===== src/rtl/bridge_pkg.sv =====
// rtl/bridge_pkg.sv - shared address map, target/state enums and range helpers for the data-bus bridge
package bridge_pkg;

    localparam logic [31:0] DM_LO        = 32'h0000_0000;
    localparam logic [31:0] DM_HI        = 32'h0000_2FFF;
    localparam logic [31:0] TC0_BASE     = 32'h0000_7F00;
    localparam logic [31:0] TC1_BASE     = 32'h0000_7F10;
    localparam logic [31:0] TC_COUNT_OFS = 32'h0000_0008;
    localparam logic [31:0] TC_SPAN      = 32'h0000_000C;
    localparam logic [31:0] INT_ACK_BASE = 32'h0000_7F20;

    typedef enum logic [2:0] {
        NONE   = 3'd0,
        DM     = 3'd1,
        TC0    = 3'd2,
        TC1    = 3'd3,
        INTACK = 3'd4
    } target_e;

    typedef enum logic [1:0] {
        IDLE  = 2'd0,
        ISSUE = 2'd1,
        WAIT  = 2'd2,
        DONE  = 2'd3
    } state_e;

    // Inclusive range test written as an unsigned offset compare so that
    // addresses below lo wrap to large values and fall out of range.
    function automatic logic in_range(input logic [31:0] addr,
                                      input logic [31:0] lo,
                                      input logic [31:0] hi);
        return (addr - lo) <= (hi - lo);
    endfunction

    // Any byte of a timer's register block (control, preset, count).
    function automatic logic tc_hit(input logic [31:0] addr, input logic [31:0] base);
        return in_range(addr, base, base + TC_SPAN - 32'd1);
    endfunction

    // The read-only count register of a timer block.
    function automatic logic tc_count_hit(input logic [31:0] addr, input logic [31:0] base);
        return in_range(addr, base + TC_COUNT_OFS, base + TC_SPAN - 32'd1);
    endfunction

endpackage


===== src/rtl/bridge_decode.sv =====
// rtl/bridge_decode.sv - combinational target decode and access-legality check
//
// Ports:
//   addr_i    byte address of the access
//   we_i      1 = write, 0 = read
//   byteen_i  lane-aligned byte enables
//   target_o  decoded target (bridge_pkg::target_e encoding)
//   err_o     1 = access must be rejected without reaching a target
module bridge_decode
    import bridge_pkg::*;
(
    input  logic [31:0] addr_i,
    input  logic        we_i,
    input  logic [3:0]  byteen_i,
    output logic [2:0]  target_o,
    output logic        err_o
);

    target_e tgt;
    logic    is_tc;
    logic    count_hit;

    always_comb begin
        tgt = NONE;
        if (in_range(addr_i, DM_LO, DM_HI)) begin
            tgt = DM;
        end else if (tc_hit(addr_i, TC0_BASE)) begin
            tgt = TC0;
        end else if (tc_hit(addr_i, TC1_BASE)) begin
            tgt = TC1;
        end else if (in_range(addr_i, INT_ACK_BASE, INT_ACK_BASE + 32'd3)) begin
            tgt = INTACK;
        end
    end

    assign is_tc     = (tgt == TC0) || (tgt == TC1);
    assign count_hit = tc_count_hit(addr_i, TC0_BASE) || tc_count_hit(addr_i, TC1_BASE);

    // Timers are word-only registers and their count is read-only; the
    // interrupt-acknowledge register is write-only.
    assign err_o = (tgt == NONE)
                || (byteen_i == 4'b0000)
                || (is_tc && (byteen_i != 4'b1111))
                || (is_tc && we_i && count_hit)
                || ((tgt == INTACK) && !we_i);

    assign target_o = tgt;

endmodule


===== src/rtl/bridge_arbiter.sv =====
// rtl/bridge_arbiter.sv - two-master arbiter and sequencer for the DM / timer / int-ack port
//
// Ports:
//   clk, reset_n                   clock, asynchronous active-low reset
//   m0_* / m1_*                    master request, command fields, done/err pulses
//   m_rdata                        read data of the last completed read (shared)
//   dm_addr/dm_byteen/dm_wdata     DM command; dm_rdata is synchronous read data
//   tc0_we/tc1_we/tc_addr/tc_wdata timer register write port; tc0/tc1_rdata combinational
//   int_ack                        one-cycle pulse on a write to the int-ack register
module bridge_arbiter
    import bridge_pkg::*;
#(
    parameter logic RR_EN = 1'b1
) (
    input  logic        clk,
    input  logic        reset_n,
    input  logic        m0_req,
    input  logic        m1_req,
    input  logic        m0_we,
    input  logic        m1_we,
    input  logic [31:0] m0_addr,
    input  logic [31:0] m1_addr,
    input  logic [3:0]  m0_byteen,
    input  logic [3:0]  m1_byteen,
    input  logic [31:0] m0_wdata,
    input  logic [31:0] m1_wdata,
    output logic        m0_done,
    output logic        m1_done,
    output logic        m0_err,
    output logic        m1_err,
    output logic [31:0] m_rdata,
    output logic [31:0] dm_addr,
    output logic [3:0]  dm_byteen,
    output logic [31:0] dm_wdata,
    input  logic [31:0] dm_rdata,
    output logic        tc0_we,
    output logic        tc1_we,
    output logic [29:0] tc_addr,
    output logic [31:0] tc_wdata,
    input  logic [31:0] tc0_rdata,
    input  logic [31:0] tc1_rdata,
    output logic        int_ack
);

    state_e      state_q;
    logic        last_q;
    logic        owner_q;
    logic        we_q;
    target_e     tgt_q;
    logic        derr_q;
    logic [31:0] dm_addr_q;
    logic [3:0]  dm_byteen_q;
    logic [31:0] dm_wdata_q;
    logic [29:0] tc_addr_q;
    logic [31:0] tc_wdata_q;
    logic        tc0_we_q;
    logic        tc1_we_q;
    logic        int_ack_q;
    logic        m0_done_q;
    logic        m1_done_q;
    logic        m0_err_q;
    logic        m1_err_q;
    logic [31:0] m_rdata_q;

    logic        grant_d;
    logic        sel_we_d;
    logic [31:0] sel_addr_d;
    logic [3:0]  sel_byteen_d;
    logic [31:0] sel_wdata_d;
    logic [31:0] rdata_d;
    logic [2:0]  dec_target;
    logic        dec_err;
    target_e     dec_tgt;

    // Winner selection; only consumed in IDLE. On a tie, round-robin picks
    // the master that did not win last.
    always_comb begin
        grant_d = 1'b0;
        if (m0_req && m1_req) begin
            grant_d = RR_EN ? ~last_q : 1'b0;
        end else if (m1_req) begin
            grant_d = 1'b1;
        end
        sel_we_d     = grant_d ? m1_we     : m0_we;
        sel_addr_d   = grant_d ? m1_addr   : m0_addr;
        sel_byteen_d = grant_d ? m1_byteen : m0_byteen;
        sel_wdata_d  = grant_d ? m1_wdata  : m0_wdata;
    end

    bridge_decode u_decode (
        .addr_i   (sel_addr_d),
        .we_i     (sel_we_d),
        .byteen_i (sel_byteen_d),
        .target_o (dec_target),
        .err_o    (dec_err)
    );

    assign dec_tgt = target_e'(dec_target);

    always_comb begin
        rdata_d = dm_rdata;
        case (tgt_q)
            TC0:     rdata_d = tc0_rdata;
            TC1:     rdata_d = tc1_rdata;
            default: rdata_d = dm_rdata;
        endcase
    end

    // Strobes and done/err are registered: they are loaded on the edge that
    // enters ISSUE/DONE and cleared by default on every other edge, so each
    // is a single-cycle pulse aligned with its state.
    always_ff @(posedge clk or negedge reset_n) begin
        if (!reset_n) begin
            state_q     <= IDLE;
            last_q      <= 1'b1;
            owner_q     <= 1'b0;
            we_q        <= 1'b0;
            tgt_q       <= NONE;
            derr_q      <= 1'b0;
            dm_addr_q   <= '0;
            dm_byteen_q <= '0;
            dm_wdata_q  <= '0;
            tc_addr_q   <= '0;
            tc_wdata_q  <= '0;
            tc0_we_q    <= 1'b0;
            tc1_we_q    <= 1'b0;
            int_ack_q   <= 1'b0;
            m0_done_q   <= 1'b0;
            m1_done_q   <= 1'b0;
            m0_err_q    <= 1'b0;
            m1_err_q    <= 1'b0;
            m_rdata_q   <= '0;
        end else begin
            dm_byteen_q <= 4'b0000;
            tc0_we_q    <= 1'b0;
            tc1_we_q    <= 1'b0;
            int_ack_q   <= 1'b0;
            m0_done_q   <= 1'b0;
            m1_done_q   <= 1'b0;
            m0_err_q    <= 1'b0;
            m1_err_q    <= 1'b0;

            case (state_q)
                IDLE: begin
                    if (m0_req || m1_req) begin
                        owner_q    <= grant_d;
                        last_q     <= grant_d;
                        we_q       <= sel_we_d;
                        tgt_q      <= dec_tgt;
                        derr_q     <= dec_err;
                        dm_addr_q  <= sel_addr_d;
                        tc_addr_q  <= sel_addr_d[31:2];
                        dm_wdata_q <= sel_wdata_d;
                        tc_wdata_q <= sel_wdata_d;
                        if (sel_we_d && !dec_err) begin
                            case (dec_tgt)
                                DM:      dm_byteen_q <= sel_byteen_d;
                                TC0:     tc0_we_q    <= 1'b1;
                                TC1:     tc1_we_q    <= 1'b1;
                                INTACK:  int_ack_q   <= 1'b1;
                                default: ;
                            endcase
                        end
                        state_q <= ISSUE;
                    end
                end
                ISSUE: begin
                    if (!derr_q && !we_q) begin
                        state_q <= WAIT;
                    end else begin
                        state_q   <= DONE;
                        m0_done_q <= ~owner_q;
                        m1_done_q <= owner_q;
                        m0_err_q  <= derr_q & ~owner_q;
                        m1_err_q  <= derr_q & owner_q;
                    end
                end
                WAIT: begin
                    m_rdata_q <= rdata_d;
                    m0_done_q <= ~owner_q;
                    m1_done_q <= owner_q;
                    state_q   <= DONE;
                end
                DONE: begin
                    state_q <= IDLE;
                end
                default: begin
                    state_q <= IDLE;
                end
            endcase
        end
    end

    assign m0_done   = m0_done_q;
    assign m1_done   = m1_done_q;
    assign m0_err    = m0_err_q;
    assign m1_err    = m1_err_q;
    assign m_rdata   = m_rdata_q;
    assign dm_addr   = dm_addr_q;
    assign dm_byteen = dm_byteen_q;
    assign dm_wdata  = dm_wdata_q;
    assign tc0_we    = tc0_we_q;
    assign tc1_we    = tc1_we_q;
    assign tc_addr   = tc_addr_q;
    assign tc_wdata  = tc_wdata_q;
    assign int_ack   = int_ack_q;

endmodule


===== config.mk =====
export PLATFORM = sky130hd
export DESIGN_NAME = bridge_arbiter
export DESIGN_NICKNAME = d
export VERILOG_FILES = /design/src/rtl/bridge_pkg.sv /design/src/rtl/bridge_decode.sv /design/src/rtl/bridge_arbiter.sv
export SDC_FILE = /design/constraint.sdc
export NUM_CORES = 1
export LEC_CHECK = 0
export BUFFER_PORTS_ARGS = -buffer_cell sky130_fd_sc_hd__clkbuf_2
export CORE_AREA = 2 2 158 160
export DETAILED_ROUTE_END_ITERATION = 7
export DIE_AREA = 0 0 160 162
export PLACE_DENSITY = 0.71
export SETUP_SLACK_MARGIN = 0.2
export SYNTH_ARGS = -nofsm -noshare
export SYNTH_HDL_FRONTEND = slang
export SYNTH_SLANG_ARGS = --single-unit
export TNS_END_PERCENT = 30

===== constraint.sdc =====
create_clock -name clk -period 5.05 [get_ports clk]
set_input_delay 0.505 -clock clk [delete_from_list [all_inputs] [get_ports clk]]
set_output_delay 0.505 -clock clk [all_outputs]
set_load 0.01 [all_outputs]

==> Yosys cells after proc, flatten, opt, wreduce, memory -nomap -nowiden <==
Index checks and enable logic that the tools add are counted.
{ "totals": {"in_bits": 238, "regBits": 146, "word_cells": 104, "output_inout_bits": 169} }
{ "classes": {"order_cmp": 6, "eq_ne": 11, "reduce_logical": 22, "addsub": 5, "bitwise": 4, "muxes": 38} }
{ "op_table": {"columns": ["op", "n"], "rows": [
  ["32-bit by 15-bit subtractor with 32-bit output, second input constant", 5],
  ["32-bit by 2-bit less-or-equal comparator with 1-bit output, second input constant", 3],
  ["32-bit by 4-bit less-or-equal comparator with 1-bit output, second input constant", 2],
  ["32-bit two-way mux", 2],
  ["32-bit case mux with 2 select lines", 1],
  ["32-bit by 14-bit less-or-equal comparator with 1-bit output, second input constant", 1],
  ["1-bit two-way mux", 22],
  ["4-bit two-way mux", 5],
  ["3-bit by 2-bit equality test with 1-bit output, second input constant", 4],
  ["3-bit two-way mux", 4],
  ["2-bit case mux with 4 select lines", 1],
  ["1-bit logical AND", 7],
  ["1-bit logical OR", 7],
  ["2-bit equality test, second input constant", 2],
  ["1-bit zero test", 4],
  ["4-bit zero test", 1],
  ["4-bit != test, second input constant", 1],
  ["1-bit case mux with 2 select lines", 2],
  ["3-bit by 1-bit equality test with 1-bit output, second input constant", 1],
  ["3-bit equality test, second input constant", 1],
  ["3-bit zero test", 1],
  ["1-bit bitwise AND", 2],
  ["2-bit by 1-bit equality test with 1-bit output, second input constant", 1],
  ["2-bit zero test", 1],
  ["4 further kinds", 5]
]} }

==> Depth between registers and ports, before layout <==
Gate-level depths: netlist of the first run.
{ "depth": {"depth_word": 20, "mapped_depth": 18, "mapped_depth_nobuf": 13} }

==> By module <==
Synthesis of the first run repeated with hierarchy kept, for this count alone.
{ "hier_totals": {"cells_unflattened": 1100, "hier_area_um2": 8368.0} }
{ "modules_own_cells": {"columns": ["mod", "cells_per_inst", "n_inst", "seq_area_each_um2", "area_per_inst_um2"], "rows": [
  ["bridge_arbiter", 754, 1, 2904.0, 6259.8],
  ["bridge_decode", 346, 1, 0.0, 2108.3]
]} }

==> Worst setup path before layout of the first run <==
Ideal clock, no wire load.
{ "synth_path": {"path_kind": "input-to-reg", "from": "input m1_req", "to": "register tc1_we_q (netlist: tc1_we)", "path_buffers": 6, "path_stages": 17, "slack_ps": 913, "arrival_ps": 4007, "cell_sequence": "a21bo_2 -> buf_6 -> buf_6 -> buf_2 -> buf_2 -> buf_1 -> clkbuf_1 -> a21oi_1 -> ha_1 -> nand2b_1 -> a22o_1 -> a211oi_1 -> a21o_1 -> nand4_1 -> or4_1 -> o2bb2ai_1 -> nor4b_1"} }
{ "synth_via": {"elab_chain_cells": 20, "word_cells_on_any_way": 45} }
{ "synth_lines": {"columns": ["item", "line_no", "source"], "rows": [
  ["start, declared", "bridge_arbiter.sv:18", "input logic m1_req,"],
  ["1-bit two-way mux / 1-bit logical AND (equally long branches)", "bridge_arbiter.sv:81, bridge_arbiter.sv:79", null],
  ["1-bit two-way mux", "bridge_arbiter.sv:79", "if (m0_req && m1_req) begin"],
  ["32-bit two-way mux", "bridge_arbiter.sv:85", "sel_addr_d = grant_d ? m1_addr : m0_addr;"],
  ["32-bit by 15-bit subtractor with 32-bit output", "bridge_pkg.sv:32", "return (addr - lo) <= (hi - lo);"],
  ["32-bit by 2-bit less-or-equal comparator with 1-bit output", "bridge_pkg.sv:32", null],
  ["3-bit two-way mux", "bridge_decode.sv:31", "end else if (in_range(addr_i, INT_ACK_BASE, INT_ACK_BASE + 32'd3)) begin"],
  ["3-bit two-way mux", "bridge_decode.sv:29", "end else if (tc_hit(addr_i, TC1_BASE)) begin"],
  ["3-bit two-way mux", "bridge_decode.sv:27", "end else if (tc_hit(addr_i, TC0_BASE)) begin"],
  ["(+4 left out)", null, null],
  ["1-bit logical OR / 1-bit logical AND (equally long branches)", "bridge_decode.sv:43, bridge_decode.sv:44", null],
  ["1-bit logical OR", "bridge_decode.sv:44", "|| (is_tc && we_i && count_hit)"],
  ["1-bit logical OR", "bridge_decode.sv:45", "|| ((tgt == INTACK) && !we_i);"],
  ["1-bit zero test", "bridge_arbiter.sv:155", "if (sel_we_d && !dec_err) begin"],
  ["1-bit logical AND", "bridge_arbiter.sv:155", null],
  ["1-bit two-way mux", "bridge_arbiter.sv:155", null],
  ["1-bit two-way mux (*)", "bridge_arbiter.sv:145", "if (m0_req || m1_req) begin"],
  ["1-bit two-way mux (*)", "bridge_arbiter.sv:143", "case (state_q)"],
  ["end signal, assigned", "bridge_arbiter.sv:126", "tc1_we_q <= 1'b0;"],
  ["end signal, assigned", "bridge_arbiter.sv:136", "tc1_we_q <= 1'b0;"],
  ["end signal, assigned", "bridge_arbiter.sv:159", "TC1: tc1_we_q <= 1'b1;"],
  ["end, declared", "bridge_arbiter.sv:57", "logic tc1_we_q;"]
]} }
Mark *: on every way between the ends. The rest lies on a longest branch, timed or not.
A chain may end at the register's enable or synchronous reset.

==> Final worst setup path of the first run <==
{ "layout_path": {"from": "register last_q", "to": "register int_ack_q (netlist: int_ack)"} }
{ "layout_via": {"elab_chain_cells": 20, "word_cells_on_any_way": 43} }
{ "layout_lines": {"columns": ["item", "line_no", "source"], "rows": [
  ["start, declared", "bridge_arbiter.sv:46", "logic last_q;"],
  ["start signal, assigned", "bridge_arbiter.sv:147", "last_q <= grant_d;"],
  ["1-bit NOT (*)", "bridge_arbiter.sv:80", "grant_d = RR_EN ? ~last_q : 1'b0;"],
  ["1-bit two-way mux (*)", "bridge_arbiter.sv:79", null],
  ["32-bit two-way mux", "bridge_arbiter.sv:85", null],
  ["32-bit by 15-bit subtractor with 32-bit output", "bridge_pkg.sv:32", null],
  ["32-bit by 2-bit less-or-equal comparator with 1-bit output", "bridge_pkg.sv:32", null],
  ["3-bit two-way mux", "bridge_decode.sv:31", null],
  ["3-bit two-way mux", "bridge_decode.sv:29", null],
  ["3-bit two-way mux", "bridge_decode.sv:27", null],
  ["(+4 left out)", null, null],
  ["1-bit logical OR / 1-bit logical AND (equally long branches)", "bridge_decode.sv:43, bridge_decode.sv:44", null],
  ["1-bit logical OR", "bridge_decode.sv:44", null],
  ["1-bit logical OR", "bridge_decode.sv:45", null],
  ["1-bit zero test", "bridge_arbiter.sv:155", null],
  ["1-bit logical AND", "bridge_arbiter.sv:155", null],
  ["1-bit two-way mux (*)", "bridge_arbiter.sv:155", null],
  ["1-bit two-way mux (*)", "bridge_arbiter.sv:145", null],
  ["1-bit two-way mux (*)", "bridge_arbiter.sv:143", null],
  ["end signal, assigned", "bridge_arbiter.sv:127", "int_ack_q <= 1'b0;"],
  ["end signal, assigned", "bridge_arbiter.sv:137", "int_ack_q <= 1'b0;"],
  ["end signal, assigned", "bridge_arbiter.sv:160", "INTACK: int_ack_q <= 1'b1;"],
  ["end, declared", "bridge_arbiter.sv:58", "logic int_ack_q;"]
]} }
Marks and branches as above.

==> impl_metrics.py, run 1 <==
metrics = {
    "yosys": {
        "synth_area_per_cell_sq_um": 8.08,
        "synthAdderAreaFrac": 0.00789,
        "yosys.area_share.simple": 0.244,
        "synth_ff_type": "dfrtp_1",
        "synthArstFlopShare": 1.00,
        "synth_compound_area_frac": 0.194,
        "synth_xor_area_frac": 0.0258,
        "synthCells": 1177,
        "ys_ff_latch": 116,
        "yosysSeqAreaShare": 0.305,
        "synthDistinctLibCells": 80,
        "ys.warnings.count": 0,
        "synth_top_family_by_area": "simple AND/OR/NAND/NOR gates",
        "syn_area_sq_mm": 0.00951,
        "syn_nets": 1421,
        "synth_edf_count": 0,
        "synthMuxAreaShare": 0.138,
    },
    "clocking": {
        "htree_num_levels": 4,
        "cts_tree": "built",
        "numCtsBuffers": 17,
        "clock_latency_ns": 0.42,
        "cts_setup_buffers": 0,
        "cts.sinks": 116,
        "clkTransAtPathRegs_ns": 0.06,
        "ctsLongestPathBuffers": 2,
        "ctsResizeCount": 0,
        "cts-root-buf": "clkbuf_16",
        "cts.hold.buffers_added": 0,
    },
    "floorplan": {
        "io_pins": 407,
        "initial_core_util": 0.395,
        "die_area_sq_mm": 0.0259,
        "die_y_um": 162,
        "core_area_sq_mm": 0.0241,
        "row_count": 57,
        "die_x_um": 160,
    },
    "placed_design": {
        "port_buffers": 406,
        "dp_cells": 1814,
        "hpwl_um": 35400,
        "gp_congestion": 1.02,
    },
    "pwr": {
        "p_leak_nw": 5.54,
        "power_density_mw_per_mm2": 468,
        "vdd_ir_drop_max_uv": 292,
    },
    "finish": {
        "drive_above_1_share": 0.367,
        "fin_cells": 1846,
        "syn2layout_area_growth_pct": 27.6,
        "nets": 1753,
        "antennaDiodeCount": 0,
    },
    "timing": {
        "rsz0062_at_grt": "false",
        "fin_tns_setup_ns": 0,
        "slew_headroom": 0.142,
        "maxSlewViolCount": 0,
        "fmax_mhz": 232,
        "finalSetupViolCount": 0,
        "clock_skew_ns": 0.0164,
        "tightest_slew_ns": 1.28,
        "hold_viol": 0,
        "layout_worst_path_cycle_share": 0.852,
        "period_needed_ns": 4.30,
    },
    "detailed_routing": {
        "wirelength_um": 44200,
        "drc": 0,
        "vias": 10800,
        "ant_nets": 0,
        "viasPerCell": 5.86,
        "drt_iter0_markers": 1128,
        "detail_route.wl_per_cell_um": 24.0,
        "first_pass_iters": 6,
    },
    "grt": {
        "grt_pass1_wl_um": 65100,
        "grt_pass1_vias": 10300,
        "grt_overflow": 0,
        "grt_antenna_before_repair": 0,
        "track_usage": 0.332,
        "grt_start_max_net_pins": 72,
    },
    "setup_path": {
        "path_cells": "a21bo_4 -> mux2_2 -> a2111oi_1 -> a21boi_1 -> xor2_1 -> nand4_1 -> or4_1 -> o2bb2ai_1 -> nor3_1",
        "cp_max_fo": 31,
        "start_kind": "flip-flop",
        "critPathRequiredTime_ns": 5.33,
        "endpoint_kind": "flip-flop",
        "crit_path_max_incr_delay_ns": 1.13,
        "crit_type": "reg2reg",
        "crit_path_top_delay_cell": "a2111oi_1",
        "critPathArrivalTime_ns": 4.59,
    },
    "run_status": {
        "status": "finished, final reports clean",
    },
    "hold_path": {
        "hp-class": "in2async",
    },
    "job": {
        "drv_cap": 0,
    },
}
==> per-layer routing <==
layer | global-route usage | part of all wire
met1 | 0.444 | 0.42
met2 | 0.523 | 0.45
met3 | 0.0741 | 0.089
met4 | 0.138 | 0.041
met5 | 0 | 0
==> state kept, by name, indices dropped and copies added, names as in the netlist, 2 cells and up <==
| name | flops |
|---|---|
| tgt_q | 3 |
| tc_wdata | 32 |
| dm_addr | 32 |
| m_rdata | 32 |
| dm_byteen | 4 |
| state_q | 2 |
==> layout make-up <==
cell class                      count  area (sq um)
Fill cell                        2371         12000
Multi-Input combinational cell    920          5840
Sequential cell                   116          2910
Timing Repair Buffer              444          2340
Clock buffer                       18           429
Tap cell                          324           405
Clock inverter                     14           179
Inverter                           10          37.5
==> path summary, 6_finish.rpt <==
| check | startpoint | to | slack [ns] | cells past startpoint |
|---|---|---|---|---|
| min in group clk | m0_addr[1] | dm_addr[1] | 0.31 | 3 |
| setup reg to reg | last_q | int_ack | 0.75 | 9 |
| setup / recovery | last_q | int_ack | 0.75 | 9 |
| hold / removal | reset_n | tc_wdata[22] | 0.22 | 1 |
| hold reg to reg | owner_q | m0_done | 0.46 | 1 |
| max in group asynchronous | reset_n | tgt_q[0] | 3.62 | 2 |
==> layout by cell type (no fill, tap or decap), types with 7 or more instances in the layout <==
master       n
clkbuf_2   405
nand2_1    199
dfrtp_1    114
o21ai_0     96
nor2_1      87
mux2i_1     66
mux2_2      48
a31oi_1     44
buf_4       37
a21oi_1     35
nand4_1     30
nor4_1      29
nor3_1      27
nand3_1     24
xnor2_1     24
clkbuf_16   17
o22ai_1     15
or4_1       13
a211oi_1    12
or3_1       11
inv_1        9
a2111oi_0    9
o211ai_1     8
and3_1       8
or2_2        8
and2_1       7
==> synthesized netlist by cell type (all sizes together), types with 24 or more instances <==
library cell,count,area (sq um)
a21oi,36,191
a31oi,44,275
buf,86,603
clkbuf,45,169
dfrtp,115,2880
mux2,50,571
mux2i,72,743
nand2,199,747
nand3,24,120
nand4,30,188
nor2,87,327
nor3,28,151
nor4,30,194
o21ai,97,485
xnor2,24,210
==> through the flow <==
step	hold slack, ns	power [mW]	setup WS (ns)	area (sq um)	util
global route	0.295	6.00	0.599	12100	0.503
CTS	0.247	5.68	0.843	12100	0.503
floorplan	0.209	3.42	0.913	9510	-
detailed placement	0.446	4.40	0.601	11500	0.478
finish	0.225	5.68	0.746	12100	0.503
global placement	0.437	4.38	0.714	11500	0.478
==> cell families (layout without fill, tap and decap cells) <==
family / Yosys count / in the layout
simple gates: 479 / 479
compound gates: 285 / 285
buf+inv: 141 / 486
mux: 122 / 122
flops: 116 / 116
xor+xnor: 28 / 28
fa+ha+maj: 6 / 6
==> critical path: cells and delay by family (launching register included) <==
kind                      cells  cell delay [ns]
xor gates and xnor gates      1             0.25
and+or+nand+nor               3             0.75
DFF                           1             0.58
muxes                         1             0.43
AOI/OAI and AO/OA             4             2.13
==> where the power goes <==
part	total (mW)	internal (mW)	switching [mW]
Sequential	1.70	1.36	0.341
Combinational	2.71	1.08	1.63
Clock	1.27	0.782	0.483
Total	5.68	3.22	2.46
(Power assumes the default switching activity.)
==> run 2, diff against run 1 <==
--- a/config.mk
+++ b/config.mk
@@ -10,6 +10,7 @@
 export DETAILED_ROUTE_END_ITERATION = 7
 export DIE_AREA = 0 0 160 162
 export PLACE_DENSITY = 0.71
+export REMOVE_ABC_BUFFERS = 1
 export SETUP_SLACK_MARGIN = 0.2
 export SYNTH_ARGS = -nofsm -noshare
 export SYNTH_HDL_FRONTEND = slang
==> impl_metrics.py, run 2 (same netlist as run 1, synthesis figures left out) <==
metrics = {
    "detailed_routing": {
        "drt_iter0_markers": 1123,
        "viasPerCell": 5.89,
        "vias": 10900,
        "drc": 0,
        "ant_nets": 0,
        "detail_route.wl_per_cell_um": 23.1,
        "wirelength_um": 42600,
        "first_pass_iters": 6,
    },
    "setup_path": {
        "path_cells": "a21bo_4 -> buf_12 -> mux2i_2 -> nand4_1 -> nor4b_1 -> o2111ai_1 -> or4b_1 -> or4_4 -> and2_4 -> nor4b_1",
        "endpoint_kind": "flip-flop",
        "critPathArrivalTime_ns": 4.54,
        "critPathTopFamily": "simple AND/OR/NAND/NOR gates",
        "worst_path_most_repeated_cell": "nor4b_1",
        "critPathRequiredTime_ns": 5.35,
        "cp.buffers_inverters": 1,
        "crit_type": "reg2reg",
        "cp_max_fo": 47,
        "start_kind": "flip-flop",
        "crit_path_top_delay_cell": "nor4b_1",
        "crit_path_max_incr_delay_ns": 0.62,
    },
    "clocking": {
        "cts_setup_buffers": 0,
        "ctsLongestPathBuffers": 2,
        "clkTransAtPathRegs_ns": 0.06,
        "cts.hold.buffers_added": 0,
        "cts.sinks": 116,
        "cts-root-buf": "clkbuf_16",
        "ctsResizeCount": 0,
        "htree_num_levels": 4,
        "cts_tree": "built",
        "clock_latency_ns": 0.42,
        "numCtsBuffers": 17,
    },
    "timing": {
        "fmax_mhz": 236,
        "hold_viol": 0,
        "finalSetupViolCount": 0,
        "period_needed_ns": 4.24,
        "clock_skew_ns": 0.0145,
        "rsz0062_at_grt": "false",
        "slew_headroom": 0.256,
        "maxSlewViolCount": 0,
        "layout_worst_path_cycle_share": 0.840,
        "tightest_slew_ns": 1.09,
    },
    "grt": {
        "grt_use_met2": 0.531,
        "grt_antenna_before_repair": 0,
        "grt_use_met1": 0.411,
        "grt_pass1_wl_um": 62800,
        "grt_start_max_net_pins": 75,
        "grt_pass1_vias": 10200,
        "grt_overflow": 0,
        "grt_busiest_layer": "met2",
        "use_met3": 0.0534,
        "track_usage": 0.317,
    },
    "floorplan": {
        "die_y_um": 162,
        "core_area_sq_mm": 0.0241,
        "die_x_um": 160,
        "io_pins": 407,
        "die_area_sq_mm": 0.0259,
        "row_count": 57,
        "initial_core_util": 0.395,
    },
    "finish": {
        "final_cell_mix": "405 x clkbuf_2, 199 x nand2_1, 114 x dfrtp_1",
        "final_util": 0.502,
        "syn2layout_area_growth_pct": 27.3,
        "drive_above_1_share": 0.366,
        "n_fill_cell": 2410,
        "nets": 1750,
        "final_common_cell": "clkbuf_2",
        "antennaDiodeCount": 0,
        "fin_cells": 1843,
    },
    "placed_design": {
        "port_buffers": 406,
        "dp_cells": 1811,
        "gp_congestion": 0.990,
        "hpwl_um": 34400,
    },
    "pwr": {
        "power_density_mw_per_mm2": 463,
        "vdd_ir_drop_max_uv": 245,
        "p_leak_nw": 5.53,
    },
    "job": {
        "drv_cap": 0,
    },
    "hold_path": {
        "hp-class": "in2async",
    },
    "run_status": {
        "status": "finished, final reports clean",
    },
}
## run 2: changes by cell type in the layout (fill, tap and decap cells not counted)
cell | before | now
buf_4 | 37 | 34
clkbuf_1 | 1 | 0
clkinv_2 | 1 | 3
clkinv_4 | 4 | 5
clkinvlp_4 | 3 | 2
inv_6 | 3 | 2
## run 2: area by class of cell
class	instances	area, sq um	area share
clock inverters	15	181	0.0150
multi-input cells	920	5840	0.482
flip-flops and latches	116	2910	0.240
inverters	10	37.5	0.00310
clock buffers	17	425	0.0351
repair buffers	441	2320	0.192
well taps	324	405	0.0335
## run 2: layer usage
layer | part of all wire | wire length (um)
met4 | 0.037 | 1560
met3 | 0.078 | 3340
met1 | 0.41 | 17400
met2 | 0.48 | 20400
met5 | 0 | 0
## run 2: final timing paths
kind	startpoint	to	slack (ns)	cells past startpoint
max	last_q	tc1_we	0.81	10
min	reset_n	dm_addr[10]	0.21	1
max reg2reg	last_q	tc1_we	0.81	10
min reg2reg	owner_q	m0_done	0.45	1
max in group asynchronous	reset_n	tgt_q[0]	3.64	2
min in group clk	m1_wdata[5]	tc_wdata[5]	0.32	3
## run 2: power by group
group / internal, mW / leakage, nW / total, mW / switching, mW
clock: 0.779 / 0.294 / 1.24 / 0.463
combinational: 1.07 / 3.85 / 2.68 / 1.61
sequential: 1.36 / 1.38 / 1.68 / 0.324
## run 2: per-stage QoR
stage	hold WS (ns)	power [mW]	setup slack [ns]	area, sq um	setup TNS, ns
3_5_place_dp	0.453	4.37	0.617	11500	0
3_3_place_gp	0.434	4.34	0.715	11500	0
2_1_floorplan	0.209	3.06	-0.689	8740	-3.24
6_report	0.206	5.61	0.808	12100	0
4_1_cts	0.246	5.63	0.913	12100	0
5_1_grt	0.292	5.94	0.659	12100	0
## run 2: worst reg2reg max path, cell delays in order (launching register included)
cell and delay, ns:
dfstp_2 0.58, a21bo_4 0.39, buf_12 0.33, mux2i_2 0.40, nand4_1 0.16, nor4b_1 0.62
o2111ai_1 0.26, or4b_1 0.56, or4_4 0.44, and2_4 0.16, nor4b_1 0.22
